**src/rtl/cve2_instr_responder.sv**
```systemverilog
// Instruction-fetch responder: grants core fetches against a synchronous SRAM window and returns
// in-order responses RspLatency cycles after grant. Optional grant stall: CVE2_INSTR_RESP_GNT_STALL_EN.
module cve2_instr_responder #(
  parameter logic [31:0] MemBase        = 32'h0000_0000,
  parameter int unsigned MemSizeBytes   = 65536,
  parameter int unsigned RspLatency     = 1,
  parameter int unsigned MaxOutstanding = 2,
  parameter int unsigned GntDelay       = 2,
  localparam int unsigned MemAw = ($clog2(MemSizeBytes) > 2) ? $clog2(MemSizeBytes) - 2 : 1
) (
  input  logic             clk_i,
  input  logic             rst_ni,
  input  logic             instr_req_i,
  input  logic [31:0]      instr_addr_i,
  output logic             instr_gnt_o,
  output logic             instr_rvalid_o,
  output logic [31:0]      instr_rdata_o,
  output logic             instr_err_o,
  output logic             mem_req_o,
  output logic [MemAw-1:0] mem_addr_o,
  input  logic [31:0]      mem_rdata_i,
  output logic             busy_o
);

  if (RspLatency < 1 || RspLatency > 4) begin : g_bad_latency
    $error("RspLatency must be 1..4");
  end
  if (MaxOutstanding < 1 || MaxOutstanding > 4) begin : g_bad_outstanding
    $error("MaxOutstanding must be 1..4");
  end
  if (MemSizeBytes < 4 || (MemSizeBytes & (MemSizeBytes - 1)) != 0) begin : g_bad_size
    $error("MemSizeBytes must be a power of two, at least 4");
  end
  if (GntDelay > 255) begin : g_bad_delay
    $error("GntDelay must fit the 8-bit stall counter");
  end

  logic [2:0]            out_q, out_d;
  logic [RspLatency-1:0] valid_q, err_q;
  logic                  req_err, stall_ok, gnt, rvalid;
  logic [32:0]           addr33, base33, lim33;
  logic [31:0]           offset, rdata_pipe;

  // Window limit in 33 bits so a window ending at 2^32 does not wrap to zero.
  always_comb begin
    addr33  = {1'b0, instr_addr_i};
    base33  = {1'b0, MemBase};
    lim33   = base33 + 33'(MemSizeBytes);
    req_err = (instr_addr_i[1:0] != 2'b00) || (addr33 < base33) || (addr33 >= lim33);
    offset  = instr_addr_i - MemBase;
  end

  assign rvalid = valid_q[RspLatency-1];

  // A response leaving this cycle frees a slot, so a full responder can still grant.
  assign gnt = rst_ni & instr_req_i & stall_ok &
               (({29'b0, out_q} < MaxOutstanding) | rvalid);

  assign out_d = out_q + {2'b00, gnt} - {2'b00, rvalid};

`ifdef CVE2_INSTR_RESP_GNT_STALL_EN
  logic [7:0] stall_q, stall_d;

  assign stall_ok = ({24'b0, stall_q} >= GntDelay);

  always_comb begin
    stall_d = stall_q;
    if (!instr_req_i || gnt) begin
      stall_d = '0;
    end else if (!stall_ok) begin
      stall_d = stall_q + 8'd1;
    end
  end

  always_ff @(posedge clk_i or negedge rst_ni) begin
    if (!rst_ni) begin
      stall_q <= '0;
    end else begin
      stall_q <= stall_d;
    end
  end
`else
  assign stall_ok = 1'b1;
`endif

  always_ff @(posedge clk_i or negedge rst_ni) begin
    if (!rst_ni) begin
      out_q   <= '0;
      valid_q <= '0;
      err_q   <= '0;
    end else begin
      out_q      <= out_d;
      valid_q[0] <= gnt;
      err_q[0]   <= gnt & req_err;
      for (int i = 1; i < RspLatency; i++) begin
        valid_q[i] <= valid_q[i-1];
        err_q[i]   <= err_q[i-1];
      end
    end
  end

  if (RspLatency == 1) begin : g_data_bypass
    assign rdata_pipe = mem_rdata_i;
  end else begin : g_data_pipe
    // data_q[i] holds the word for pipeline stage i+1.
    logic [31:0] data_q [RspLatency-1];

    always_ff @(posedge clk_i or negedge rst_ni) begin
      if (!rst_ni) begin
        for (int i = 0; i < RspLatency - 1; i++) begin
          data_q[i] <= '0;
        end
      end else begin
        data_q[0] <= (valid_q[0] && !err_q[0]) ? mem_rdata_i : '0;
        for (int i = 1; i < RspLatency - 1; i++) begin
          data_q[i] <= data_q[i-1];
        end
      end
    end

    assign rdata_pipe = data_q[RspLatency-2];
  end

  always_comb begin
    instr_gnt_o    = gnt;
    instr_rvalid_o = rvalid;
    instr_err_o    = rvalid & err_q[RspLatency-1];
    instr_rdata_o  = (rvalid && !err_q[RspLatency-1]) ? rdata_pipe : '0;
    mem_req_o      = gnt & ~req_err;
    mem_addr_o     = mem_req_o ? MemAw'(offset >> 2) : '0;
    busy_o         = (out_q != 3'd0);
  end

endmodule
```
**config.mk**
```make
export PLATFORM = sky130hd
export DESIGN_NAME = cve2_instr_responder
export DESIGN_NICKNAME = d
export VERILOG_FILES = /design/src/rtl/cve2_instr_responder.sv
export SDC_FILE = /design/constraint.sdc
export NUM_CORES = 1
export LEC_CHECK = 0
export ABC_CLOCK_PERIOD_IN_PS = 2120
export CELL_PAD_IN_SITES_DETAIL_PLACEMENT = 0
export CELL_PAD_IN_SITES_GLOBAL_PLACEMENT = 2
export CORE_MARGIN = 3
export CORE_UTILIZATION = 10
export CTS_CLUSTER_SIZE = 20
export DETAILED_ROUTE_END_ITERATION = 7
export GPL_TIMING_DRIVEN = 0
export PLACE_DENSITY_LB_ADDON = 0.1
export SETUP_SLACK_MARGIN = 0.15
export SYNTH_ARGS = -nofsm -noshare
export SYNTH_HDL_FRONTEND = slang
export SYNTH_SLANG_ARGS = --single-unit
```
**constraint.sdc**
```tcl
create_clock -name clk_i -period 2.12 [get_ports clk_i]
set_clock_uncertainty 0.15 [all_clocks]
set_input_delay 0.424 -clock clk_i [delete_from_list [all_inputs] [get_ports clk_i]]
set_output_delay 0.424 -clock clk_i [all_outputs]
set_load 0.005 [all_outputs]
```
==> key figures <==
Drt
  – Routed wl met2: 2260 um
  – Starting DRT DRC Count: 7
  – Post-DRT Antenna Nets: 0
  – Wirelength per Cell: 11.5 um
  – Detail Route met3 WL: 342 um
  – DR top layer: met4
  – DRC: 0
  – DRT met1 WL: 1270 um
  – First-pass DRT Iterations: 2
  – Detailed-route vias per instance: 3.55
  – WL final: 3950 um
  – Vias: 1221

Logic synthesis
  – Largest area contributor in the netlist: and2_1
  – Synthesized area: 717 um^2
  – Register area share after synthesis: 0.175
  – Net Count, Synth: 166
  – Top cells by area, synth: and2_1 (29%), dfrtp_1 (17%), nor3_2 (13%)
  – Synth warnings: 0
  – Top cell type's share of synthesized area: 0.288
  – Avg Synthesized Cell Area: 7.55 um^2
  – Post-Synthesis Cells: 95
  – Post-synthesis register bit count: 5
  – Yosys cell types: 19

STA
  – Slew Limit Fails: 0
  – Final min period: 2.18 ns
  – Hold slack: 0.500 ns
  – Tcrit/Tclk final: 1.03
  – Unrepaired setup endpoints after global routing: yes
  – Endpoints failing setup: 11
  – Fmax: 0.459 GHz
  – Worst Tran Pin Value: 0.236 ns
  – Slew margin rel.: 0.842
  – Final WS setup: -0.0564 ns
  – Final hold vios: 0

Critical path
  – CP endpoint kind: output pin
  – Worst path bufs/invs: 4
  – Crit-path cells: clkdlybuf4s50_1, nor2_2, nand4_1, buf_4, buf_6, nor3_4, buf_2
  – Max stage delay on crit path: 0.41 ns
  – CP arrival: 1.60 ns
  – R2r setup slk: 0.25 ns
  – Crit path required time: 1.55 ns
  – CP top delay family: buffers and inverters
  – Worst Setup Start Kind: input port
  – Crit-path slowest cell: clkdlybuf4s50_1
  – CP Class: input port to output pin
  – Crit path max fanout: 5

Die
  – Core ar.: 0.00687 mm^2
  – Row count: 30
  – Initial core utilization: 0.104
  – IO Pins: 118
  – Die Area: 0.00822 mm^2
  – Die Wd: 90.7 um
  – Die height: 90.7 um

Clocking
  – Skew-Pair Late Insertion Delay: 0.22 ns
  – H-tree Lvls: 1
  – Num CTS Buffers: 3
  – Max clock buf depth: 2
  – Clk root buf: clkbuf_8
  – Clk slew on worst S/H paths: 0.03 ns
  – CTS tree: done
  – Clock Sink Count: 5

Placement
  – RD Place Congestion: 0.742
  – Pre-CTS WS: -1.04 ns
  – Buffers on Ports: 117
  – Post-DP HPWL: 2930 um

Outcome
  – Failing checks: negative setup slack
  – Run status: finished with violations

Global route
  – Largest net degree at the start of global routing: 11
  – Overflow after GRT: 0
  – Initial antenna violation count: 0
  – Vias in the first global route: 1200
  – GRT Total Usage: 0.0865
  – First-pass GRT wire length: 5800 um

Cells and area
  – Share of cells above drive strength 1: 0.601
  – Final #Nets: 320
  – Filler cells: 727
  – Synthesis-to-finish area growth: 249%
  – Antenna cells: 0

Power and ir drop
  – Comb pwr share: 0.344
  – Sequential Power Share: 0.235
  – NetSw: 0.0797 mW
  – Clk network pwr share: 0.420
  – Pint: 0.328 mW
  – Sw frac: 0.195
  – Leak: 1.24 nW
  – Max IR drop VDD: 0.117 mV
  – Pwr Density: 163 mW/mm^2

Hold path
  – Worst Hold Class: register to register

Run
  – Max Cap Violations: 0
==> sequential cells by signal (all words and copies together), names as in the netlist <==
signal          flops
err_q               1
instr_rvalid_o      1
out_q               3
==> tightest hold or removal path, delay by kind of cell (launching register included) <==
family,cells,cell delay [ns]
buf+inv,1,0.07
fa+ha+maj,1,0.12
xor+xnor,1,0.05
flops,1,0.36
==> power by group through the flow <==
stage	Clock (mW)	Combinational (mW)	Sequential [mW]
after floorplan	0	0.0111	0.0972
after global placement	0	0.133	0.0972
after detailed placement	0	0.135	0.0972
after CTS	0.177	0.133	0.0960
after global routing	0.190	0.150	0.0959
final	0.171	0.140	0.0961
==> layout make-up <==
type | instances | area (um^2) | area share
repair buffers | 149 | 1400 | 0.559
multi-input cells | 66 | 669 | 0.268
flip-flops and latches | 5 | 126 | 0.0505
well taps | 96 | 120 | 0.0480
plain buffers | 5 | 71.3 | 0.0285
inverters | 19 | 71.3 | 0.0285
clock buffers | 4 | 45.0 | 0.0180
==> final timing paths <==
check / start / cells after the start / end
setup / recovery: instr_addr_i[0] / 7 / mem_addr_o[11]
hold / removal: out_q[2] / 3 / out_q[2]
setup reg to reg: instr_rvalid_o / 6 / out_q[2]
hold reg to reg: out_q[2] / 3 / out_q[2]
max in group asynchronous: rst_ni / 2 / instr_rvalid_o
min in group asynchronous: rst_ni / 2 / err_q
==> synthesized netlist by cell type, drive strengths merged <==
cell type and count:
and2 33, buf 2, clkbuf 3, dfrtp 5, fa 1, ha 3
inv 19, nand3 3, nand4 1, nor2 4, nor2b 1, nor3 14
nor4 3, o211a 1, o21a 1, xnor2 1
==> timing repair <==
action / CTS / global route
hold buffers: 1 / 0
endpoints found under the setup margin: 50 / 47
cloned: 3 / 1
pin swaps: 23 / 36
setup buffers: 19 / 8
hold endpoints to repair: 5 / 0
gates resized for setup: 184 / 145
==> metrics by stage <==
stage,instances,instance area (um^2),power (mW),util,TNS (ns)
global route,344,2500,0.436,0.364,-1.62
finish,344,2500,0.408,0.364,-0.427
CTS,335,2260,0.406,0.330,-1.11
global placement,308,2010,0.230,0.292,-18.52
floorplan,95,717,0.108,-,0
detailed placement,308,2010,0.232,0.292,-20.90
==> kinds of logic (layout without fill, tap and decap cells) <==
group | Yosys count | count (layout) | synth area share
simple gates | 59 | 59 | 0.567
buf+inv | 24 | 177 | 0.141
flops | 5 | 5 | 0.175
fa+ha+maj | 4 | 4 | 0.0803
compound gates | 2 | 2 | 0.0244
xor+xnor | 1 | 1 | 0.0122
==> cell usage in the layout, fill, tap and decap left out, types with 2 or more instances in the layout <==
master           synthesis  layout
nor2_2                   0       3
clkbuf_8                 0       3
buf_6                    1      41
buf_2                    0      20
buf_4                    1      12
dfrtp_1                  5       4
nor3_4                   0       4
and2_4                   0      26
inv_2                    0       2
ha_1                     3       2
and2_1                  33       7
buf_8                    0       5
nor4_4                   0       3
clkdlybuf4s50_1          0      48
inv_1                   19      17
dlymetal6s2s_1           0       4
nor3_2                   9      10
clkbuf_2                 0      11
dlygate4sd2_1            0       6
nand3_1                  2       2
clkdlybuf4s15_1          0       3
==> metal layers <==
layer / track usage / vias up
met5: 0 / -
met4: 0.0332 / 0
met3: 0.0167 / 6
met2: 0.175 / 79
met1: 0.0845 / 535
li1: - / 601
No activity file was read; power rests on OpenSTA's default activity.
